### config.mk
export PLATFORM = sky130hd
export DESIGN_NAME = rfdc_adc_integrator
export DESIGN_NICKNAME = d
export VERILOG_FILES = /design/src/rtl/rfdc_adc_integrator.sv
export SDC_FILE = /design/constraint.sdc
export NUM_CORES = 2
export LEC_CHECK = 0
export CAP_MARGIN = 20
export CORE_ASPECT_RATIO = 1.4
export CORE_MARGIN = 8
export CORE_UTILIZATION = 50
export CTS_CLUSTER_SIZE = 12
export DETAILED_ROUTE_END_ITERATION = 7
export GPL_TIMING_DRIVEN = 0
export HOLD_SLACK_MARGIN = 0.03
export PLACE_DENSITY = 0.73
export REMOVE_ABC_BUFFERS = 1
export SETUP_SLACK_MARGIN = 0.02
export SLEW_MARGIN = 20
export SYNTH_ARGS = -nofsm -noshare
export SYNTH_HDL_FRONTEND = slang
export SYNTH_SLANG_ARGS = --single-unit
### constraint.sdc
create_clock -name clk -period 12.1 [get_ports clk]
set_input_delay 3.63 -clock clk [delete_from_list [all_inputs] [get_ports clk]]
set_output_delay 3.63 -clock clk [all_outputs]
set_load 0.1 [all_outputs]
### src/rtl/rfdc_adc_integrator.sv
// rfdc_adc_integrator: offset-corrected, timestamp-windowed integration of a 16-lane ADC stream.
// Three-stage datapath (lane diff, adder tree, saturating accumulate) driven by a window FSM.
module rfdc_adc_integrator #(
  parameter int LANES    = 16,
  parameter int SAMPLE_W = 16,
  parameter int ACC_W    = 48
) (
  input  logic                      clk,
  input  logic                      resetn,
  input  logic [LANES*SAMPLE_W-1:0] s_axis_data_tdata,
  input  logic                      s_axis_data_tvalid,
  output logic                      s_axis_data_tready,
  input  logic [63:0]               timestamp,
  input  logic [63:0]               start_time,
  input  logic [31:0]               window_len,
  input  logic [15:0]               amp_offset,
  input  logic                      arm,
  output logic                      busy,
  output logic                      err_late,
  output logic [63:0]               res_tdata,
  output logic [1:0]                res_tuser,
  output logic                      res_tvalid,
  input  logic                      res_tready
);
  localparam int D_W   = SAMPLE_W + 1;
  localparam int SUM_W = D_W + $clog2(LANES);

  typedef enum logic [2:0] {IDLE, ARMED, ACCUM, DRAIN, OUTPUT} state_t;

  state_t                    state, nxt;
  logic [63:0]               start_q;
  logic [31:0]               wl_q, cnt;
  logic signed [SAMPLE_W-1:0] off_q;
  logic                      dcnt, sat, drop, tready_q;
  logic signed [D_W-1:0]     s1 [LANES];
  logic signed [D_W-1:0]     d1 [LANES];
  logic signed [SUM_W-1:0]   s2, sum;
  logic signed [ACC_W-1:0]   acc, acc_nxt;
  logic signed [ACC_W:0]     acc_sum;
  logic                      arm_ok, counting, ovf;

  assign arm_ok   = (state == IDLE) && arm;
  assign counting = ((state == ARMED) && (timestamp == start_q)) || (state == ACCUM);

  always_comb begin
    nxt = state;
    case (state)
      IDLE:    nxt = (arm && start_time > timestamp) ? ARMED : IDLE;
      ARMED:   nxt = (timestamp == start_q) ? ((wl_q == 32'd1) ? DRAIN : ACCUM) : ARMED;
      ACCUM:   nxt = (cnt + 32'd1 == wl_q) ? DRAIN : ACCUM;
      DRAIN:   nxt = dcnt ? OUTPUT : DRAIN;
      OUTPUT:  nxt = res_tready ? IDLE : OUTPUT;
      default: nxt = IDLE;
    endcase
  end

  // Beats outside the window and invalid beats in it both enter the pipe as zero.
  always_comb begin
    for (int i = 0; i < LANES; i++)
      d1[i] = (counting && s_axis_data_tvalid)
            ? D_W'($signed(s_axis_data_tdata[SAMPLE_W*i +: SAMPLE_W])) - D_W'(off_q) : '0;
    sum = '0;
    for (int i = 0; i < LANES; i++)
      sum = sum + SUM_W'(s1[i]);
    acc_sum = (ACC_W+1)'(acc) + (ACC_W+1)'(s2);
    ovf     = acc_sum[ACC_W] ^ acc_sum[ACC_W-1];
    acc_nxt = ovf ? {acc_sum[ACC_W], {(ACC_W-1){~acc_sum[ACC_W]}}} : acc_sum[ACC_W-1:0];
  end

  always_ff @(posedge clk or negedge resetn) begin
    if (!resetn) begin
      state    <= IDLE;
      start_q  <= '0;
      wl_q     <= 32'd1;
      off_q    <= '0;
      cnt      <= '0;
      dcnt     <= 1'b0;
      s2       <= '0;
      acc      <= '0;
      sat      <= 1'b0;
      drop     <= 1'b0;
      err_late <= 1'b0;
      tready_q <= 1'b0;
      for (int i = 0; i < LANES; i++) s1[i] <= '0;
    end else begin
      state    <= nxt;
      tready_q <= 1'b1;
      s1       <= d1;
      s2       <= sum;
      dcnt     <= (state == DRAIN) ? ~dcnt : 1'b0;
      cnt      <= (state == ARMED) ? 32'd1 : (state == ACCUM) ? cnt + 32'd1 : cnt;
      if (arm_ok) begin
        start_q  <= start_time;
        wl_q     <= (window_len == 32'd0) ? 32'd1 : window_len;
        off_q    <= amp_offset;
        acc      <= '0;
        sat      <= 1'b0;
        drop     <= 1'b0;
        err_late <= start_time <= timestamp;
      end else begin
        if (state == ACCUM || state == DRAIN) begin
          acc <= acc_nxt;
          sat <= sat | ovf;
        end
        if (counting && !s_axis_data_tvalid) drop <= 1'b1;
      end
    end
  end

  assign s_axis_data_tready = tready_q;
  assign busy               = state != IDLE;
  assign res_tvalid         = state == OUTPUT;
  assign res_tdata          = 64'(acc);
  assign res_tuser          = {drop, sat};
endmodule

==> metrics.txt <==
hold path depth=2; post-route cell area=0.04881 sq mm; fin nets=6,055; fmax=0.1296 GHz; initial DRC count=1,934; CP startpoint kind=input pin; Max stage delay on crit path=0.63 ns; fraction of registers with async set/reset=1.000; syn_area_per_cell=8.995 sq um; Synth top area share=0.3042; commonest cells in the netlist=599 x inv_1, 555 x nand2_1, 492 x dfrtp_1, 401 x nor2_1, 395 x ha_1; Setup Buffers After CTS=0; crit-path max FO=61; Post-Synthesis Cells=4,500; first-pass GRT wire length=191,800 microns; top post-synthesis cells by area=dfrtp_1 30%, fa_1 13%, ha_1 12%; static leakage=0.02364 uW; sequential area share after synthesis=0.3048; CP endpoint kind=register; fin crit period=7.719 ns; #FFs+latches synth=493; r2r endpoint=s2[20]; delay-heaviest family, CP=simple AND/OR/NAND/NOR gates; # rows=123; Critical Path RT=12.67 ns; Worst-Skew Late Latency=0.64 ns; CTS Buf Count=56; Placeable Area=0.08033 sq mm; status=finished, final reports clean; layout cells sized above 1=0.03916; CTS tree=yes; Worst Reg-to-Reg Cells=22; Rel. slew slack=0.2171; crit path cell chain=clkdlybuf4s50_1 -> xnor2_1 -> nand4_1 -> nor4_1 -> nand4_1 -> a21oi_2 -> nand2_4 -> buf_12 -> buf_16 -> buf_16 -> or4b_2 -> a21o_1 -> nand3_1; GR Overflow Total=0; Tightest Pin Transition=1.171 ns; Vias/cell=5.399; Vias=32.93k; Post-CTS Resized=0; R2R Path Start=s1[104]; number of synthesis warnings=0; Starting Density=0.5039; io pins=507; Total Wirelength=125,300 microns; RD Place Congestion=0.9638; hpwl dp=101,800 microns; post-route insts no fill=6,100; Post-DRT Antenna Nets=0; Placed Area=0.04682 sq mm; Top FF cell, synth=dfrtp_1; Placed Cells=5,964; GRT Util Overall=0.2715; Pwr Total=7611 uW; RSZ-0062 raised after global routing=false; min-delay src=wl_q[0]; worst hold slack=0.4794 ns; Hold Vio Cnt, Final=0; Reg2Reg Setup Slack=5.20 ns; fin crit share=0.6379; die footprint=0.09045 sq mm; Clock Pin Slew Worst Setup and Hold Paths=0.06 ns; Final setup viols=0; Area Growth Syn to Fin=20.57%; Max IR drop VDD=123.5 uV; PD cells=156.0 mW/mm^2; hold buffers post-CTS=0; port bufs=506; Synth Cell Area=0.04048 sq mm; top-count cell post-synth=inv_1; Slew Viols, Final=0; wire length per cell=20.54 microns; number of max-cap violations=0; Initial DRT Pass Iterations=7; Min-Delay Endpoint=wl_q[0]; CTS Buffer Depth=3; CP Class=input pin to register; post-synthesis cell type count=94; Worst EP arrival=8.28 ns; initial antenna violation count=36; Clock Skews=0.04216 ns; Synth area leader=dfrtp_1; CTS sink cnt=493; DRC viols=0; WP buf/inv=4; vias in the first global route=33.79k; Die X=256.5 microns; Post-synth EDFFs=0; Worst Hold Class=register to register; Chip Height=352.7 microns; H-tree levels=2; largest net degree at the start of global routing=94; Slowest cell on crit path=or4b_2; root buf cell=clkbuf_16; Final Core Density=0.6075
## worst max path at each step
stage,slack (ns),cells past startpoint,startpoint,end
after global placement,-15.53,1,resetn,off_q[14]
after CTS,4.42,13,timestamp[58],s1[219]
final,4.38,13,timestamp[58],s1[219]
after global routing,4.21,13,timestamp[32],s1[202]
after floorplan,-1.97,0,acc[47],res_tdata[47]
after detailed placement,3.76,13,timestamp[58],s1[219]
## cell families (layout without fill, tap and decap cells)
logic type / Yosys count / count (layout) / synth area share
flops: 493 / 493 / 0.3048
buf+inv: 724 / 1229 / 0.07054
simple gates: 1470 / 1470 / 0.1667
compound gates: 796 / 796 / 0.1276
xor+xnor: 354 / 354 / 0.07706
mux: 4 / 4 / 0.001020
fa+ha+maj: 658 / 658 / 0.2522
other cells: 1 / 34 / 0.00009264
## cell type report
class / instances / area, sq um
Multi-Input combinational cell: 3283 / 25330
Inverter: 600 / 2255
Fill cell: 6991 / 31530
Clock inverter: 20 / 216.5
Sequential cell: 493 / 12340
Antenna cell: 33 / 82.58
Clock buffer: 83 / 1684
Timing Repair Buffer: 526 / 5573
Tap cell: 1062 / 1329
## flip-flops by register name, summed over array words and instances (netlist names), 3 cells and up
| signal | count |
|---|---|
| start_q | 64 |
| s1 | 272 |
| s2 | 21 |
| off_q | 16 |
| acc | 48 |
| cnt | 32 |
| wl_q | 32 |
| state | 3 |
## layout by cell type (no fill, tap or decap), drive strengths merged, types with 17 or more instances in the layout
master / synthesis / final
inv: 600 / 602
dfrtp: 492 / 492
clkbuf: 80 / 83
a211oi: 20 / 20
nor2b: 45 / 45
xnor2: 227 / 227
and2: 22 / 22
nand2b: 41 / 41
ha: 395 / 395
and3: 39 / 39
or3: 23 / 23
a21o: 78 / 78
o21ai: 198 / 198
a21oi: 246 / 246
a311oi: 19 / 19
nor2: 420 / 420
xor2: 127 / 127
buf: 44 / 22
clkdlybuf4s50: 0 / 504
nand3: 95 / 95
nor4: 31 / 31
o21bai: 41 / 41
or2: 17 / 17
nand4: 48 / 48
nor3b: 26 / 26
o31ai: 30 / 30
fa: 263 / 263
o211ai: 22 / 22
nand2: 558 / 558
a41o: 17 / 17
diode: 0 / 33
nor3: 78 / 78
## power by group
part	leakage (uW)	internal, uW	switching (uW)	total [uW]
clock network	0.000942	1040	745	1790
logic	0.0160	1610	2220	3830
registers	0.00669	1830	156	1990
total	0.0236	4490	3130	7610
## per-layer routing
| metal | wire length [microns] | GRT usage |
|---|---|---|
| met5 | 41 | 0 |
| met1 | 48460 | 0.3107 |
| met2 | 63450 | 0.4824 |
| met3 | 5690 | 0.03671 |
| met4 | 7669 | 0.1554 |
## tightest hold or removal path: cells and delay by family (launching register included)
kind | cells | cell delay [ns]
simple gates | 2 | 0.09
flops | 1 | 0.38
## metrics by stage
stage,TNS (ns),setup slack [ns]
detailed placement,0,3.755
floorplan,-116.30,-1.973
finish,0,4.381
global placement,-8283.17,-15.53
global route,0,4.206
CTS,0,4.416
(Power assumes the default switching activity.)
